## src/rtl/datapath_rr_scheduler_pkg.sv

```systemverilog
// Shared FSM encodings and default sizing for the round-robin datapath scheduler.
// Pure definitions: no logic, no latency, no flow control.
package datapath_rr_scheduler_pkg;

    typedef logic [2:0] state_t;

    localparam logic [2:0] ST_IDLE    = 3'd0;
    localparam logic [2:0] ST_ISSUE   = 3'd1;
    localparam logic [2:0] ST_WAIT    = 3'd2;
    localparam logic [2:0] ST_RELEASE = 3'd3;
    localparam logic [2:0] ST_ABORT   = 3'd4;

    localparam int DEF_N_REQ   = 4;
    localparam int DEF_DATA_W  = 16;
    localparam int DEF_TIMEOUT = 255;
    localparam int DEF_CNT_W   = 8;

endpackage

```

## src/rtl/datapath_rr_scheduler_if.sv

```systemverilog
// Requester and datapath-controller signals of the scheduler, bundled as one port.
// master = requesters plus datapath model side; slave = scheduler side.
interface datapath_rr_scheduler_if
    import datapath_rr_scheduler_pkg::*;
#(
    parameter int N_REQ  = DEF_N_REQ,
    parameter int DATA_W = DEF_DATA_W
);
    logic [N_REQ-1:0]        req;
    logic [N_REQ*DATA_W-1:0] req_data;
    logic [N_REQ-1:0]        ack;
    logic [N_REQ-1:0]        err;
    logic [DATA_W-1:0]       resp_data;
    logic [N_REQ-1:0]        grant;
    logic                    busy;
    logic                    dp_start;
    logic [DATA_W-1:0]       dp_in;
    logic                    dp_done;
    logic [DATA_W-1:0]       dp_result;

    modport master (
        output req, req_data, dp_done, dp_result,
        input  ack, err, resp_data, grant, busy, dp_start, dp_in
    );

    modport slave (
        input  req, req_data, dp_done, dp_result,
        output ack, err, resp_data, grant, busy, dp_start, dp_in
    );

endinterface

```

## src/rtl/datapath_rr_scheduler_rr_picker.sv

```systemverilog
// Combinational round-robin pick: first set req bit scanning from ptr upward, with wrap.
// Zero latency; no flow control (pure function of req and ptr).
module rr_picker #(
    parameter int N_REQ = 4,
    parameter int IDX_W = 2
) (
    input  logic [N_REQ-1:0] i_req,
    input  logic [IDX_W-1:0] i_ptr,
    output logic [N_REQ-1:0] o_grant_next,
    output logic [IDX_W-1:0] o_idx,
    output logic             o_any
);
    localparam int PW = IDX_W + 1;

    // Scan from the farthest offset down so the closest set bit to ptr is written last.
    always_comb begin : scan
        logic [PW-1:0] w_pos;
        w_pos = '0;
        o_any = 1'b0;
        o_idx = '0;
        for (int off = N_REQ - 1; off >= 0; off--) begin
            w_pos = {1'b0, i_ptr} + PW'(off);
            if (w_pos >= PW'(N_REQ)) begin
                w_pos = w_pos - PW'(N_REQ);
            end
            if (i_req[w_pos[IDX_W-1:0]]) begin
                o_any = 1'b1;
                o_idx = w_pos[IDX_W-1:0];
            end
        end
    end

    always_comb begin
        o_grant_next = '0;
        for (int i = 0; i < N_REQ; i++) begin
            o_grant_next[i] = o_any && (o_idx == IDX_W'(i));
        end
    end

endmodule

```

## src/rtl/datapath_rr_scheduler.sv

```systemverilog
// Shares one iterative datapath among N_REQ requesters in round-robin order; ack/err one cycle after done/timeout.
// No backpressure: requesters hold req until ack or err, the datapath is expected to raise dp_done.
module datapath_rr_scheduler
    import datapath_rr_scheduler_pkg::*;
#(
    parameter int N_REQ   = DEF_N_REQ,
    parameter int DATA_W  = DEF_DATA_W,
    parameter int TIMEOUT = DEF_TIMEOUT,
    parameter int CNT_W   = DEF_CNT_W
) (
    input  logic                   i_clk,
    input  logic                   i_rst,
    datapath_rr_scheduler_if.slave io
);
    localparam int IDX_W = $clog2(N_REQ);

    state_t              r_state;
    logic [IDX_W-1:0]    r_ptr;
    logic [CNT_W-1:0]    r_cnt;
    logic [N_REQ-1:0]    r_grant;
    logic [N_REQ-1:0]    r_ack;
    logic [N_REQ-1:0]    r_err;
    logic                r_busy;
    logic                r_dp_start;
    logic [DATA_W-1:0]   r_dp_in;
    logic [DATA_W-1:0]   r_resp_data;

    logic [N_REQ-1:0]    w_grant_next;
    logic [IDX_W-1:0]    w_idx;
    logic                w_any;
    logic [DATA_W-1:0]   w_sel_data;
    logic [IDX_W-1:0]    w_ptr_next;

    rr_picker #(
        .N_REQ (N_REQ),
        .IDX_W (IDX_W)
    ) u_picker (
        .i_req        (io.req),
        .i_ptr        (r_ptr),
        .o_grant_next (w_grant_next),
        .o_idx        (w_idx),
        .o_any        (w_any)
    );

    always_comb begin
        w_sel_data = '0;
        for (int i = 0; i < N_REQ; i++) begin
            if (w_idx == IDX_W'(i)) begin
                w_sel_data = io.req_data[i*DATA_W +: DATA_W];
            end
        end
    end

    assign w_ptr_next = (w_idx == IDX_W'(N_REQ - 1)) ? '0 : w_idx + 1'b1;

    // ack/err reuse the owner's one-hot grant, so at most one bit can ever pulse.
    always_ff @(posedge i_clk) begin
        if (i_rst) begin
            r_state     <= ST_IDLE;
            r_ptr       <= '0;
            r_cnt       <= '0;
            r_grant     <= '0;
            r_ack       <= '0;
            r_err       <= '0;
            r_busy      <= 1'b0;
            r_dp_start  <= 1'b0;
            r_dp_in     <= '0;
            r_resp_data <= '0;
        end else begin
            r_dp_start <= 1'b0;
            r_ack      <= '0;
            r_err      <= '0;
            case (r_state)
                ST_IDLE: begin
                    if (w_any) begin
                        r_grant    <= w_grant_next;
                        r_dp_in    <= w_sel_data;
                        r_ptr      <= w_ptr_next;
                        r_dp_start <= 1'b1;
                        r_busy     <= 1'b1;
                        r_state    <= ST_ISSUE;
                    end
                end
                ST_ISSUE: begin
                    r_cnt   <= '0;
                    r_state <= ST_WAIT;
                end
                ST_WAIT: begin
                    if (io.dp_done) begin
                        r_resp_data <= io.dp_result;
                        r_ack       <= r_grant;
                        r_state     <= ST_RELEASE;
                    end else if (r_cnt == CNT_W'(TIMEOUT)) begin
                        r_err   <= r_grant;
                        r_state <= ST_ABORT;
                    end else begin
                        r_cnt <= r_cnt + 1'b1;
                    end
                end
                ST_RELEASE, ST_ABORT: begin
                    r_grant <= '0;
                    r_busy  <= 1'b0;
                    r_state <= ST_IDLE;
                end
                default: begin
                    r_grant <= '0;
                    r_busy  <= 1'b0;
                    r_state <= ST_IDLE;
                end
            endcase
        end
    end

    assign io.ack       = r_ack;
    assign io.err       = r_err;
    assign io.grant     = r_grant;
    assign io.busy      = r_busy;
    assign io.dp_start  = r_dp_start;
    assign io.dp_in     = r_dp_in;
    assign io.resp_data = r_resp_data;

endmodule
```

## src/flat_wrapper.sv

```systemverilog
// flat-port wrapper written by rule: the top's interface ports become plain ports
module datapath_rr_scheduler_flat import datapath_rr_scheduler_pkg::*;
#(
    parameter int N_REQ   = DEF_N_REQ,
    parameter int DATA_W  = DEF_DATA_W,
    parameter int TIMEOUT = DEF_TIMEOUT,
    parameter int CNT_W   = DEF_CNT_W
)
  (i_clk, i_rst, io_req, io_req_data, io_dp_done, io_dp_result, io_ack, io_err, io_resp_data, io_grant, io_busy, io_dp_start, io_dp_in);
  datapath_rr_scheduler_if #(.N_REQ(N_REQ), .DATA_W(DATA_W)) io_i ();
  input  logic i_clk;
  input  logic i_rst;
  input wire logic [$bits(io_i.req)-1:0] io_req;
  input wire logic [$bits(io_i.req_data)-1:0] io_req_data;
  input wire logic [$bits(io_i.dp_done)-1:0] io_dp_done;
  input wire logic [$bits(io_i.dp_result)-1:0] io_dp_result;
  output wire logic [$bits(io_i.ack)-1:0] io_ack;
  output wire logic [$bits(io_i.err)-1:0] io_err;
  output wire logic [$bits(io_i.resp_data)-1:0] io_resp_data;
  output wire logic [$bits(io_i.grant)-1:0] io_grant;
  output wire logic [$bits(io_i.busy)-1:0] io_busy;
  output wire logic [$bits(io_i.dp_start)-1:0] io_dp_start;
  output wire logic [$bits(io_i.dp_in)-1:0] io_dp_in;
  assign io_i.req = io_req;
  assign io_i.req_data = io_req_data;
  assign io_i.dp_done = io_dp_done;
  assign io_i.dp_result = io_dp_result;
  assign io_ack = io_i.ack;
  assign io_err = io_i.err;
  assign io_resp_data = io_i.resp_data;
  assign io_grant = io_i.grant;
  assign io_busy = io_i.busy;
  assign io_dp_start = io_i.dp_start;
  assign io_dp_in = io_i.dp_in;
  datapath_rr_scheduler #(.N_REQ(N_REQ), .DATA_W(DATA_W), .TIMEOUT(TIMEOUT), .CNT_W(CNT_W)) u_core (.i_clk(i_clk), .i_rst(i_rst), .io(io_i));
endmodule
```

## config.mk

```make
export PLATFORM = sky130hd
export DESIGN_NAME = datapath_rr_scheduler_flat
export DESIGN_NICKNAME = d
export VERILOG_FILES = /design/src/rtl/datapath_rr_scheduler_pkg.sv /design/src/rtl/datapath_rr_scheduler_if.sv /design/src/rtl/datapath_rr_scheduler_rr_picker.sv /design/src/rtl/datapath_rr_scheduler.sv /design/src/flat_wrapper.sv
export SDC_FILE = /design/constraint.sdc
export NUM_CORES = 1
export LEC_CHECK = 0
export CORE_MARGIN = 2
export CORE_UTILIZATION = 41
export DETAILED_ROUTE_END_ITERATION = 8
export PLACE_DENSITY = 0.77
export SYNTH_ARGS = -nofsm -noshare
export SYNTH_HDL_FRONTEND = slang
export SYNTH_SLANG_ARGS = --single-unit
```

## constraint.sdc

```tcl
create_clock -name i_clk -period 2.6 [get_ports i_clk]
set_input_delay 0.39 -clock i_clk [delete_from_list [all_inputs] [get_ports i_clk]]
set_output_delay 0.39 -clock i_clk [all_outputs]
set_load 0.02 [all_outputs]
```

After elaboration in Yosys (flattened, before gate mapping)
Cells that the tools add are included.
{"block": "classes", "addsub": 9, "order_cmp": 8, "n_eq_ne": 10, "muxes": 37, "bitwise": 5, "n_reduce_logical": 16}
{"cell": "16-bit 2-to-1 mux", "n": 4}
{"cell": "2-bit 2-to-1 mux", "n": 9}
{"cell": "8-bit 2-to-1 mux", "n": 2}
{"cell": "8-bit case mux with 2 select lines", "n": 1}
{"cell": "2-bit by 3-bit < comparator with 1-bit output, second input constant", "n": 4}
{"cell": "1-bit 2-to-1 mux", "n": 10}
{"cell": "3-bit greater-or-equal comparator, second input constant", "n": 3}
{"cell": "3-bit 2-to-1 mux", "n": 3}
{"cell": "3-bit case mux with 3 select lines", "n": 1}
{"cell": "8-bit by 1-bit adder with 8-bit output, second input constant", "n": 1}
{"cell": "1-bit binary-select mux with 2-bit select", "n": 4}
{"cell": "8-bit == test, second input constant", "n": 1}
{"cell": "4-bit case mux with 2 select lines", "n": 1}
{"cell": "2-bit AND reduction", "n": 4}
{"cell": "2-bit by 1-bit subtractor with 2-bit output, second input constant", "n": 4}
{"cell": "2-bit by 2-bit adder with 3-bit output, second input constant", "n": 2}
{"cell": "2-bit inequality test, second input constant", "n": 3}
{"cell": "1-bit NOT", "n": 5}
{"cell": "2-bit == test, second input constant", "n": 2}
{"cell": "1-bit logical AND", "n": 4}
{"cell": "4-bit 2-to-1 mux", "n": 1}
{"cell": "2-bit OR reduction", "n": 2}
{"cell": "4-bit OR reduction", "n": 1}
{"cell": "2-bit by 1-bit adder with 3-bit output, second input constant", "n": 1}
{"cell": "other kinds (12)", "n": 12}
{"block": "word_totals", "register_bits": 59, "inputBits": 87, "out_inout_bits": 46, "wordCells": 95}

Logic depth before layout (Yosys ltp)
{"block": "depth", "ltp_word": 14, "depth_mapped": 11, "mapped_depth_nobuf": 9}

Modules after synthesis
A second synthesis with hierarchy kept.
{"block": "unflattened", "hier_cells": 364, "area_unflattened_um2": 2975.4}
{"mod": "datapath_rr_scheduler", "instances": 1, "cells_each": 331, "area_per_inst_um2": 2763.9, "seq_area_each_um2": 1181.1}
{"mod": "rr_picker", "instances": 1, "cells_each": 33, "area_per_inst_um2": 211.5, "seq_area_each_um2": 0.0}

Worst setup path before layout
OpenSTA, ideal clock, no wires.
{"block": "synth_path", "path_type": "input to register", "start": "input port io_req[2]", "end": "register u_core.r_dp_in[15], in the netlist u_core.io.dp_in[15]", "setup_time_ps": 78, "arrival_ps": 2066, "t_required_ps": 2522, "slack_ps": 456, "stages": 9, "n_path_buf": 1, "cell_sequence": "inv_1 -> o22ai_1 -> a211oi_1 -> ha_1 -> clkbuf_1 -> a21oi_1 -> a221oi_1 -> a211oi_2 -> nor3_1"}
{"block": "synth_between", "elab_chain_len": 11, "word_cells_on_any_way": 25, "classes_between": "3 x eq/ne; 20 x mux; 2 x reduce/logical"}
{"element": "start: declaration", "line": "flat_wrapper.sv:13", "text": "input wire logic [$bits(io_i.req)-1:0] io_req;"}
{"element": "1-bit binary-select mux with 2-bit select", "line": "datapath_rr_scheduler_rr_picker.sv:26", "text": "if (i_req[w_pos[IDX_W-1:0]]) begin"}
{"element": "1-bit 2-to-1 mux (not written as such)", "line": "datapath_rr_scheduler_rr_picker.sv:26"}
{"element": "2-bit 2-to-1 mux (4 in a row)", "line": "datapath_rr_scheduler_rr_picker.sv:26"}
{"element": "2-bit logical NOT", "line": "datapath_rr_scheduler.sv:48", "text": "if (w_idx == IDX_W'(i)) begin"}
{"element": "16-bit 2-to-1 mux (4 in a row)", "line": "datapath_rr_scheduler.sv:48"}
{"element": "end signal: assignment", "line": "datapath_rr_scheduler.sv:77", "text": "r_dp_in <= w_sel_data;"}
{"element": "end: declaration", "line": "datapath_rr_scheduler.sv:25", "text": "logic [DATA_W-1:0] r_dp_in;"}
Several ways; a longest one is shown, not always the timed one. The select of a mux whose other input is x is not followed.
A chain may end at the register's enable or synchronous reset.

Worst setup path after layout
{"block": "layout_path", "start": "input port io_req[1]", "end": "register u_core.r_dp_in[4], in the netlist u_core.io.dp_in[4]"}
The elaborated chain is that of the path after synthesis.

==> qor.yml <==
status:
  status: "finished clean"
sta:
  slew_viol_final: 0
  skew_ps: 9.50
  relSlewSlack: 0.621
  setup_viol: 0
  fin_tns_setup_ps: 0
  hold_viol: 0
  fin_crit_ps: 2270
  finalCritPeriodShare: 0.871
  max_freq_ghz: 0.441
  rsz0062_at_grt: "no"
  worst_slew_pin_slew_ps: 565
setup_path:
  worstSetupStartpointType: "input port"
  r2r-end: "u_core.io.dp_in[4]$_SDFFE_PP0P_"
  r2r_cells: 11
  crit_required_ps: 2800
  arrival_ps: 2460
  critPathMaxFanout: 33
  crit_type: "in -> reg"
  reg2reg_slack_ps: 470
  worstReg2RegStart: "u_core.r_ptr[0]$_SDFFE_PP0P_"
  endpoint_kind: "flop"
drt:
  wl_per_cell_um: 14.7
  vias_per_cell: 5.25
  via_count: 3067
  first_pass_iters: 4
  drt_iter0_markers: 111
  final_antenna_net_count: 0
  routed_wl_mm: 8.60
  drc: 0
layout:
  design_area_um2: 4570
  nNetsFinal: 576
  syn2layout_area_growth_pct: 58.1
  n_antenna_cell: 0
  drive_above_1_share: 0.0738
  fillers: 569
worst_hold_path:
  whs_endpoint: "u_core.r_state[0]$_SDFFE_PP0P_"
  hold_depth: 3
  worstHoldStart: "i_rst"
  hp-class: "in -> reg"
synthesis:
  synth-seq-cells: 59
  synthesis.instances: 358
  syn_avg_cell_area_um2: 8.08
  synth_top_area_share: 0.408
  ys_seq_area_frac: 0.408
  syn-cell-area_um2: 2890
  syn_nets: 450
  ys_types: 39
  ys_warn_count: 0
  synthTopCellsByArea: "dfxtp_1 41%, a21oi_1 7.1%, nand2_1 5.4%, a221oi_1 4.8%, nand3b_1 4.7%"
  synth_largest_area_cell: "dfxtp_1"
global_routing:
  grt_pass1_vias: 2974
  grt.total_usage: 0.228
  overflow: 0
  grt_max_degree: 48
  grt_pass1_wl_mm: 13.5
  antenna_found_initial: 0
floorplan:
  die_width_um: 88.0
  die_area_um2: 7740
  start_util: 0.426
  pin_count: 133
  num_rows: 30
  chipHeight_um: 88.0
  core-area_um2: 6790
power_and_ir_drop:
  p_sw_uw: 888
  totalPowerFinal_mw: 2.86
  p_int_mw: 1.97
  seq_power_share: 0.365
  comb_power_share: 0.338
  clkPwrFrac: 0.297
  power_density_nw_per_um2: 626
  power.share.switching: 0.310
  power.leakage_nw: 1.69
  peakVddDrop_uv: 309
clock_tree:
  root_buffer: "clkbuf_8"
  cts_tree: "done"
  ctsResizeCount: 0
  holdBufCountCts: 0
  htreeDepth: 3
  cts_setup_buffers: 0
  ctsLongestPathBuffers: 2
  clk_pin_slew_ps: 60
  cts_sinks: 59
  cts_inserted_buffers: 9
  clkLatencyLatePin_ps: 340
job:
  maxCapViolations: 0
placement:
  place_area_um2: 4370
  dp_hpwl_mm: 6.14
  place_congestion: 0.790
  numPortBuffers: 132
==> worst max-delay path by stage <==
stage | from | end | slack (ps) | cells past startpoint
floorplan | io_req[2] | u_core.io.dp_in[15]$_SDFFE_PP0P_ | 460 | 9
global placement | io_req[1] | u_core.io.dp_in[6]$_SDFFE_PP0P_ | 50 | 12
detailed placement | io_req[1] | u_core.io.dp_in[6]$_SDFFE_PP0P_ | 10 | 12
CTS | io_req[1] | u_core.io.dp_in[6]$_SDFFE_PP0P_ | 350 | 12
global route | io_req[1] | u_core.io.dp_in[6]$_SDFFE_PP0P_ | 160 | 12
finish | io_req[1] | u_core.io.dp_in[4]$_SDFFE_PP0P_ | 330 | 12
==> routing by layer <==
| metal | vias to the layer above | share of wire | global-route usage |
|---|---|---|---|
| li1 | 1521 | - | - |
| met1 | 1418 | 0.40 | 0.252 |
| met2 | 115 | 0.49 | 0.392 |
| met3 | 13 | 0.091 | 0.0848 |
| met4 | 0 | 0.019 | 0.0965 |
| met5 | - | 0 | 0 |
==> Yosys cell counts, drive strengths merged <==
library cell,n
nand4b,1
and2,9
a21boi,1
nor3,17
a221oi,16
nor3b,1
inv,22
o22a,1
and4b,2
nand3,8
dfxtp,59
o22ai,1
o21ai,3
o21a,4
mux2i,3
nor2,26
clkbuf,22
and3,1
a32oi,2
and4,1
nor2b,2
a311o,1
nand3b,18
ha,5
a211oi,20
a21o,1
a21oi,41
nand2,42
or4,1
nor4,6
or3,5
o31a,4
nand2b,4
buf,8
==> logic make-up after synthesis <==
kind of cell               share of synthesized area
muxes                                         0.0104
DFF                                            0.408
AOI/OAI and AO/OA                              0.229
adders and majority gates                     0.0216
and+or+nand+nor                                0.255
buffers and inverters                         0.0757
==> per-stage QoR <==
step,std cells,setup WS [ps],hold slack (ps),utilization
floorplan,358,456,439,-
global placement,569,53.0,442,0.643
detailed placement,569,9.68,447,0.643
CTS,584,353,389,0.673
global route,584,160,409,0.673
finish,584,334,403,0.673
==> cell type report <==
type                            count  area (um^2)  share of cell area
Sequential cell                    59         1180               0.258
Clock inverter                      4         50.0              0.0109
Inverter                           22         82.6              0.0181
Clock buffer                       11          151              0.0331
Timing Repair Buffer              145         1490               0.326
Tap cell                           96          120              0.0263
Multi-Input combinational cell    247         1500               0.328
==> worst max-delay path, cell delays in order <==
cell and delay, ps:
clkdlybuf4s50_1 500, nand2b_1 120, a21oi_1 70, a211oi_1 230, buf_4 170, inv_1 60, ha_1 230, buf_12 170
a21oi_1 140, a221oi_1 90, a211oi_1 210, nor3_1 70
==> registers in the layout (all words and copies together), names as in the netlist <==
register / count
u_core.io.dp_start: 1
u_core.io.busy: 1
u_core.io.resp_data: 16
u_core.r_ptr: 2
u_core.io.err: 4
u_core.io.dp_in: 16
u_core.io.ack: 4
u_core.io.grant: 4
u_core.r_state: 3
u_core.r_cnt: 8
==> cells in the final DEF, fill, tap and decap left out, types with 3 or more instances in the layout <==
cell type	count
nor4_1	5
or3_1	5
buf_4	7
inv_1	22
a21oi_1	41
and2_1	9
nand3b_1	18
a211oi_2	6
nor3_1	17
dfxtp_1	59
nor2_1	26
nand2_1	42
o21a_1	4
clkbuf_8	11
nand2b_1	4
a221oi_1	16
buf_12	6
clkdlybuf4s50_1	131
ha_1	5
nand3_1	8
mux2i_1	3
o31a_1	4
a211oi_1	14
==> power groups by stage <==
stage	clock, mW	combinational, mW	sequential, mW
after floorplan	0	0.459	1.13
after global placement	0	0.949	1.06
after detailed placement	0	0.967	1.06
after CTS	0.863	0.974	1.04
after global routing	0.909	1.05	1.05
final	0.849	0.968	1.04
No activity file was read; power rests on OpenSTA's default activity.
